===== config.mk =====
export PLATFORM = sky130hd
export DESIGN_NAME = cipher_out_serializer
export DESIGN_NICKNAME = d
export VERILOG_FILES = /design/src/rtl/aes_pkg.sv /design/src/rtl/block_fifo.sv /design/src/rtl/cipher_out_serializer.sv
export SDC_FILE = /design/constraint.sdc
export NUM_CORES = 1
export LEC_CHECK = 0
export ABC_CLOCK_PERIOD_IN_PS = 8500
export BUFFER_PORTS_ARGS = -buffer_cell sky130_fd_sc_hd__clkbuf_2
export CORE_MARGIN = 8
export CORE_UTILIZATION = 25
export CTS_BUF_LIST = sky130_fd_sc_hd__clkbuf_2 sky130_fd_sc_hd__clkbuf_4 sky130_fd_sc_hd__clkbuf_8
export DETAILED_ROUTE_END_ITERATION = 8
export GPL_ROUTABILITY_DRIVEN = 1
export GPL_TIMING_DRIVEN = 0
export PLACE_DENSITY_LB_ADDON = 0.15
export SETUP_SLACK_MARGIN = 0.5
export SKIP_CTS_REPAIR_TIMING = 1
export SLEW_MARGIN = 20
export SYNTH_ARGS = -nofsm -noshare
export SYNTH_HDL_FRONTEND = slang
export SYNTH_HIERARCHICAL = 1
export SYNTH_SLANG_ARGS = --single-unit

===== constraint.sdc =====
create_clock -name clk -period 8.5 [get_ports clk]
set_input_delay 1.7 -clock clk [delete_from_list [all_inputs] [get_ports clk]]
set_output_delay 1.7 -clock clk [all_outputs]
set_load 0.1 [all_outputs]

===== src/rtl/aes_pkg.sv =====
// Shared AES datapath widths and the serializer control state type.
package aes_pkg;

  localparam int AES_BLOCK_W   = 128;
  localparam int AES_FLAGGED_W = 129;
  localparam int AES_VALID_BIT = 128;

  typedef enum logic {
    ST_EMPTY  = 1'b0,
    ST_STREAM = 1'b1
  } ser_state_e;

endpackage


===== src/rtl/block_fifo.sv =====
// Circular block buffer: head is visible the cycle after its push, no bypass.
// A push while full is accepted only alongside a pop; otherwise it is ignored here.
module block_fifo #(
  parameter int W     = 128,
  parameter int DEPTH = 4
) (
  input  logic                       clk,
  input  logic                       rst,
  input  logic                       clr,
  input  logic                       push,
  input  logic                       pop,
  input  logic [W-1:0]               din,
  output logic [W-1:0]               dout,
  output logic                       full,
  output logic                       empty,
  output logic [$clog2(DEPTH):0]     count
);

  localparam int PW = $clog2(DEPTH);
  localparam int CW = PW + 1;

  logic [W-1:0]  mem [DEPTH];
  logic [PW-1:0] head_ptr;
  logic [PW-1:0] tail_ptr;
  logic          pop_ok;
  logic          push_ok;

  assign empty   = (count == '0);
  assign full    = (count == CW'(DEPTH));
  assign pop_ok  = pop & ~empty;
  assign push_ok = push & (~full | pop_ok);
  assign dout    = mem[head_ptr];

  // Storage needs no reset; only pointers and count define what is valid.
  always_ff @(posedge clk) begin
    if (push_ok) mem[tail_ptr] <= din;
  end

  always_ff @(posedge clk) begin
    if (rst || clr) begin
      head_ptr <= '0;
      tail_ptr <= '0;
      count    <= '0;
    end else begin
      if (push_ok) tail_ptr <= tail_ptr + PW'(1);
      if (pop_ok)  head_ptr <= head_ptr + PW'(1);
      case ({push_ok, pop_ok})
        2'b10:   count <= count + CW'(1);
        2'b01:   count <= count - CW'(1);
        default: count <= count;
      endcase
    end
  end

endmodule


===== src/rtl/cipher_out_serializer.sv =====
// Buffers flagged 128-bit ciphertext blocks and emits them MSW-first as WORD_W words;
// first word valid the cycle after the push, holds under out_ready=0, drops blocks when full.
module cipher_out_serializer
  import aes_pkg::*;
#(
  parameter int DEPTH  = 4,
  parameter int WORD_W = 32
) (
  input  logic                       clk,
  input  logic                       rst,
  input  logic [AES_FLAGGED_W-1:0]   enRound,
  input  logic                       flush,
  output logic [WORD_W-1:0]          out_word,
  output logic                       out_valid,
  input  logic                       out_ready,
  output logic                       out_last,
  output logic                       full,
  output logic [$clog2(DEPTH):0]     count,
  output logic                       overflow
);

  localparam int NWORDS = AES_BLOCK_W / WORD_W;
  localparam int IW     = (NWORDS > 1) ? $clog2(NWORDS) : 1;
  localparam int CW     = $clog2(DEPTH) + 1;
  localparam logic [IW-1:0] LAST_IDX = IW'(NWORDS - 1);

  logic [AES_BLOCK_W-1:0] head;
  logic                   empty;
  logic                   blk_vld;
  logic                   xfer;
  logic                   pop;
  logic                   push;
  logic [IW-1:0]          widx;
  ser_state_e             state;

  assign blk_vld   = enRound[AES_VALID_BIT];
  assign out_valid = ~empty;
  assign xfer      = out_valid & out_ready;
  assign pop       = xfer & (widx == LAST_IDX);
  assign push      = blk_vld & (~full | pop);
  assign out_last  = (state == ST_STREAM) & (widx == LAST_IDX);

  block_fifo #(
    .W     (AES_BLOCK_W),
    .DEPTH (DEPTH)
  ) u_fifo (
    .clk   (clk),
    .rst   (rst),
    .clr   (flush),
    .push  (push),
    .pop   (pop),
    .din   (enRound[AES_BLOCK_W-1:0]),
    .dout  (head),
    .full  (full),
    .empty (empty),
    .count (count)
  );

  always_ff @(posedge clk) begin
    if (rst || flush) begin
      state    <= ST_EMPTY;
      widx     <= '0;
      overflow <= 1'b0;
    end else begin
      if (blk_vld && full && !pop) overflow <= 1'b1;
      if (xfer) widx <= (widx == LAST_IDX) ? '0 : widx + IW'(1);
      case (state)
        ST_EMPTY:  if (push) state <= ST_STREAM;
        ST_STREAM: if (pop && !push && count == CW'(1)) state <= ST_EMPTY;
        default:   state <= ST_EMPTY;
      endcase
    end
  end

  // Word 0 is the top slice so byte 0 of the block leaves first.
  always_comb begin
    out_word = '0;
    for (int k = 0; k < NWORDS; k++) begin
      if (out_valid && widx == IW'(k))
        out_word = head[AES_BLOCK_W-1-k*WORD_W -: WORD_W];
    end
  end

endmodule


Word level (Yosys, flattened, before mapping). Memory sizes are Yosys's and may differ from the RTL's. A register that Yosys moved wholly into a read port is not among the register bits. Cells that the tools add are included. W data, S select, Z words.

Output and inout port bits: 39. Input port bits: 133. RAM bits: 512. Flip-flop bits (word level): 11. Memories kept: 1.

Bitwise operators: 11. $add $sub $neg: 5. Mux-type cells: 13. Eq/ne operators: 7. Reductions and logical operators: 14.

Memories: u_fifo.mem (depth 4, bits a word 128, rd ports 1, clocked after memory_dff 1, write ports 1, RTL line block_fifo.sv:22) `logic [W-1:0] mem [DEPTH];`.

Operators with widths (count): $mux W32 (4); $logic_and A1 B1 Y1 (8); $add A2 B1 Y2 const B (3); $and A1 B1 Y1 (6); $eq A2 B2 Y1 const B (3); $mux W2 (3); $pmux W3 S2 (1); $eq A2 B1 Y1 const B (2); $mux W1 (4); $add A3 B1 Y3 const B (1); $eq A3 B1 Y1 const B (1); $eq A3 B3 Y1 const B (1); $logic_not A3 Y1 (1); $not A1 Y1 (3); $sub A3 B1 Y3 const B (1); $logic_not A1 Y1 (2); $logic_not A2 Y1 (1); $or A1 B1 Y1 (2); $pmux W1 S2 (1); $reduce_bool A2 Y1 (1); $logic_or A1 B1 Y1 (1).

Longest topological paths before layout.
Depth in word-level cells: 11. Depth in mapped cells: 12. Mapped depth without buffers: 9.

Hierarchy. Netlist, hierarchy kept.

By module, submodules not included: block_fifo (cells each 736, times used 1, seq. area each 15554.9 um^2, area each 19085.8 um^2); cipher_out_serializer (cells each 180, times used 1, seq. area each 80.1 um^2, area each 1310.0 um^2).

Worst setup path after synthesis. No wires, ideal clock.

Kind: flip-flop to flip-flop. Start: register u_fifo.count[0]. End: memory u_fifo.mem[0][0], enable pin. Setup slack: 2.517 ns. Library setup time: 0.503 ns. Data required time: 7.997 ns. Cell stages (with the launch flop): 8. Clock period less this slack: 5.983 ns. Arrival time: 5.480 ns. Cell sequence: dfxtp_1 buf_6 nor2_1 and2_1 a21boi_2 buf_2 clkbuf_1 and3_1.

Elaborated cells between the ends (all ways): 13.

RTL lines: from (decl) (RTL line block_fifo.sv:16) `output logic [$clog2(DEPTH):0] count`; from (signal assigned) (RTL line block_fifo.sv:48) `2'b10: count <= count + CW'(1);`; from (signal assigned) (RTL line block_fifo.sv:49) `2'b01: count <= count - CW'(1);`; from (signal assigned) (RTL line block_fifo.sv:50) `default: count <= count;`; $eq A3 B3 Y1 (RTL line block_fifo.sv:29) `assign full = (count == CW'(DEPTH));`; net full (RTL line cipher_out_serializer.sv:17) `output logic full,`; $not A1 Y1 (RTL line cipher_out_serializer.sv:40) `assign push = blk_vld & (~full | pop);`; $or A1 B1 Y1 (RTL line cipher_out_serializer.sv:40); $and A1 B1 Y1 (RTL line cipher_out_serializer.sv:40); net push (RTL line cipher_out_serializer.sv:32) `logic push;`; $and A1 B1 Y1 (RTL line block_fifo.sv:31) `assign push_ok = push & (~full | pop_ok);`; $mux W1 (RTL line block_fifo.sv:36) `if (push_ok) mem[tail_ptr] <= din;`; $mux W1 (implied by the code) (RTL line block_fifo.sv:36); to (decl) (RTL line block_fifo.sv:22).

The timed path passes the listed nets, and every way through them passes these cells.

==> parameters.txt <==
Parameter                              Value

Outcome
  Run status ... complete, no violations

Global route
  Wire length of the first global-routing pass ... 79100 um
  Largest net degree at the start of global routing ... 39
  Total GRT Usage ... 0.121
  Global route total overflow ... 0
  Via count of the first global-routing pass ... ~11000
  Antenna violations before repair ... 16

Die
  I/O pin count ... ~170
  Die ar. ... a little over 90000 um2
  Core region area ... ~80000 um2
  Num rows ... between 100 and 150
  Die span in x ... ~300 um
  Starting utilization of the core area ... 0.253
  Die Ht ... 302 um

Worst setup path
  Critical path, cell by cell ... clkbuf_1 -> buf_2 -> mux4_2 -> a221oi_2 -> o21ai_1 -> clkbuf_2
  Critical path capture point type ... primary output
  Critical path arrival ... between 3 and 4 ns
  Slowest cell on the critical path ... sky130_fd_sc_hd__clkbuf_1
  Depth of the worst register-to-register path ... 12
  Class of the most critical setup path ... reg -> out
  Combined buffer and inverter count along the critical path ... 3
  Startpoint Class ... register
  Worst reg-to-reg setup slack ... between 5 and 6 ns
  Crit path max fanout ... 10
  FF-to-FF Start ... u_fifo/count[0]
  Worst R2R End ... u_fifo/count[2]
  CP peak stage delay ... roughly 0.7 ns
  Cell class contributing the biggest share of worst-path delay ... buffers and inverters
  Required time of the worst setup path ... about 7 ns

Timing
  Max transition margin ... 0.399
  Worst-margin pin slew ... 0.902 ns
  Max-slew violation count ... 0
  Count of endpoints failing hold in the final timing report ... 0
  Post-route fraction of the period consumed by the critical path ... 0.622
  Setup repair after global routing missed its margin ... false
  Final critical path time including I/O delays and setup ... 5.29 ns
  Count of endpoints failing setup in the final report ... 0
  Setup TNS Final ... 0 ns
  Highest attainable clock frequency ... roughly 190 MHz
  Final Skew ... 0.0355 ns

Yosys
  Fraction of the yosys area taken by sequential cells ... 0.767
  Count of unique library cells instantiated by Yosys ... 42
  Share of flip-flops with an asynchronous set or reset after synthesis ... 0
  Ranking of synthesized cells by instance count ... sky130_fd_sc_hd__edfxtp_1, sky130_fd_sc_hd__mux4_2, sky130_fd_sc_hd__o21ai_0
  Library cell with the largest summed area after synthesis ... sky130_fd_sc_hd__edfxtp_1
  Cell Area, Synth ... between 20000 and 25000 um2
  Syn nets ... 1058
  Flip-flop and latch count after synthesis ... 525
  Synth top area share ... 0.754
  Gate count of the mapped netlist ... between 900 and 1000
  Count of flip-flops with a built-in enable after synthesis ... 512
  Synth top area cells ... sky130_fd_sc_hd__edfxtp_1, sky130_fd_sc_hd__mux4_2, sky130_fd_sc_hd__a221oi_2, sky130_fd_sc_hd__dfxtp_1, sky130_fd_sc_hd__buf_6
  Yosys warning count ... 6
  Dominant register cell in the synthesized netlist ... sky130_fd_sc_hd__edfxtp_1
  Mean post-synth cell area ... around 22 um2
  Cell with the most instances after synthesis ... sky130_fd_sc_hd__edfxtp_1

Finish
  Share of cells above drive strength 1 ... 0.436
  Post-route non-filler standard cell count ... between 2000 and 2500
  Filler instances ... around 7900
  Layout overhead on the synthesized area ... 21.8%
  # nets final ... around 1300

Place
  Count of port buffers added during placement ... roughly 170
  Gpl congestion ... slightly below 0.7
  Post-detailed-placement half-perimeter wirelength ... ~36000 um
  Placed Instances ... between 2000 and 2500

Clock tree
  Clock tree from TritonCTS ... done
  Worst-skew pair later-pin latency ... just under 0.7 ns
  # clock sinks ... 525
  Library cell used as clock root buffer ... sky130_fd_sc_hd__clkbuf_8
  Number of H-tree branching levels ... 3
  Number of buffers added by the clock tree synthesis step ... 95
  CTS max path bufs ... 3
  Clock slew seen by the registers of the worst setup and hold paths ... 0.06 ns

Pwr
  Overall Power ... between 5 and 6 mW
  Cell Pwr Density ... 221 nW/um2
  Peak supply drop ... 0.120 mV
  Lkg Pwr ... between 8 and 9 nW

Detailed routing
  First-pass DRT Iterations ... 5
  Routed len/inst ... approximately 23 um
  Total length of routed wires ... 55000 um
  Post-detailed-route via-to-cell ratio ... about 4.4
  Via total after detailed routing ... 10200
  Iteration-0 DRC Markers ... around 550
  Total DRC errors in the routed layout ... 0
  Routed Antenna Nets ... 0

Worst hold path
  Min-delay src ... overflow
  Hold path depth ... 2
  Worst hold path endpoint ... overflow
  Worst min-delay path class ... reg -> reg

Flow run
  Max-cap violations ... 0
## placed cells by master, fill, tap and decap left out, drive strengths merged, types with 5 or more instances in the layout
| master | instances |
|---|---|
| nand2 | 32 |
| a221oi | 33 |
| nor2 | 7 |
| diode | 7 |
| dfxtp | 13 |
| ha | 8 |
| o21ai | 66 |
| clkinv | 41 |
| clkbuf | 304 |
| buf | 62 |
| nand3 | 5 |
| inv | 14 |
| mux4 | 128 |
| edfxtp | 512 |
## worst max-delay path by stage
stage                          from           endpoint  slack (ns)  cells past startpoint
floorplan           u_fifo/count[0]   u_fifo/mem[0][0]        2.52                      7
global placement          out_ready  u_fifo/mem[0][35]       -1.15                      6
detailed placement         register       out_word[12]        3.81                      6
CTS                        register       out_word[12]        3.03                      6
global route               register       out_word[12]        2.97                      6
finish                     register       out_word[12]        3.21                      6
## cell families (layout without fill, tap and decap cells)
group	after synthesis	after routing	synth area share
flip-flops	525	525	0.767
multiplexers	130	130	0.142
AO/OA/AOI/OAI	113	113	0.0452
AND/OR/NAND/NOR	68	68	0.0171
buffers and inverters	67	426	0.0213
adder cells (fa/ha/maj)	9	9	0.00589
XOR/XNOR	4	4	0.00172
other	0	7	0
## worst min-delay path, stage by stage, from the launching register on
cell                      delay, ns
sky130_fd_sc_hd__dfxtp_1       0.32
sky130_fd_sc_hd__a31oi_1       0.04
sky130_fd_sc_hd__nor3_1        0.11
## stage by stage
stage                     cell area, um2  utilization  hold slack [ns]  setup WS (ns)
after floorplan                    20400            -            0.484           2.52
after global placement             22600        0.280            0.502          -1.15
after detailed placement           22900        0.284            0.513           3.81
after CTS                          24800        0.308            0.527           3.03
after global routing               24800        0.308            0.546           2.97
final                              24800        0.308            0.522           3.21
## power by group
group          leakage (nW)  internal (mW)  switching (mW)  total, mW
logic                  2.19         0.0854           0.136      0.222
clock network          1.01           1.31            1.04       2.35
registers              4.81           2.91          0.0120       2.92
## layout make-up
type / instances / area (um2) / area share
diodes: 7 / 17.5 / 0.000705
plain buffers: 57 / 397 / 0.0160
clock buffers: 124 / 1540 / 0.0619
clock inverters: 50 / 344 / 0.0139
inverters: 10 / 37.5 / 0.00151
multi-input cells: 324 / 4350 / 0.175
flip-flops and latches: 525 / 15600 / 0.629
well taps: 1060 / 1330 / 0.0534
repair buffers: 185 / 1200 / 0.0482
## flip-flops by register name, summed over array words and instances, names as in the netlist, named ones only
name,cells
u_fifo/tail_ptr,2
widx,2
u_fifo/head_ptr,2
u_fifo/count,3
overflow,1
u_fifo/mem,512
state,1
## layer usage
metal | global-route usage | vias up | wire length, um
met5 | 0 | - | 123
met4 | 0.0355 | 18 | 1170
met1 | 0.152 | 5334 | 23300
met3 | 0.0397 | 104 | 3590
li1 | - | 4482 | -
met2 | 0.197 | 258 | 26800
(Power assumes the default switching activity.)
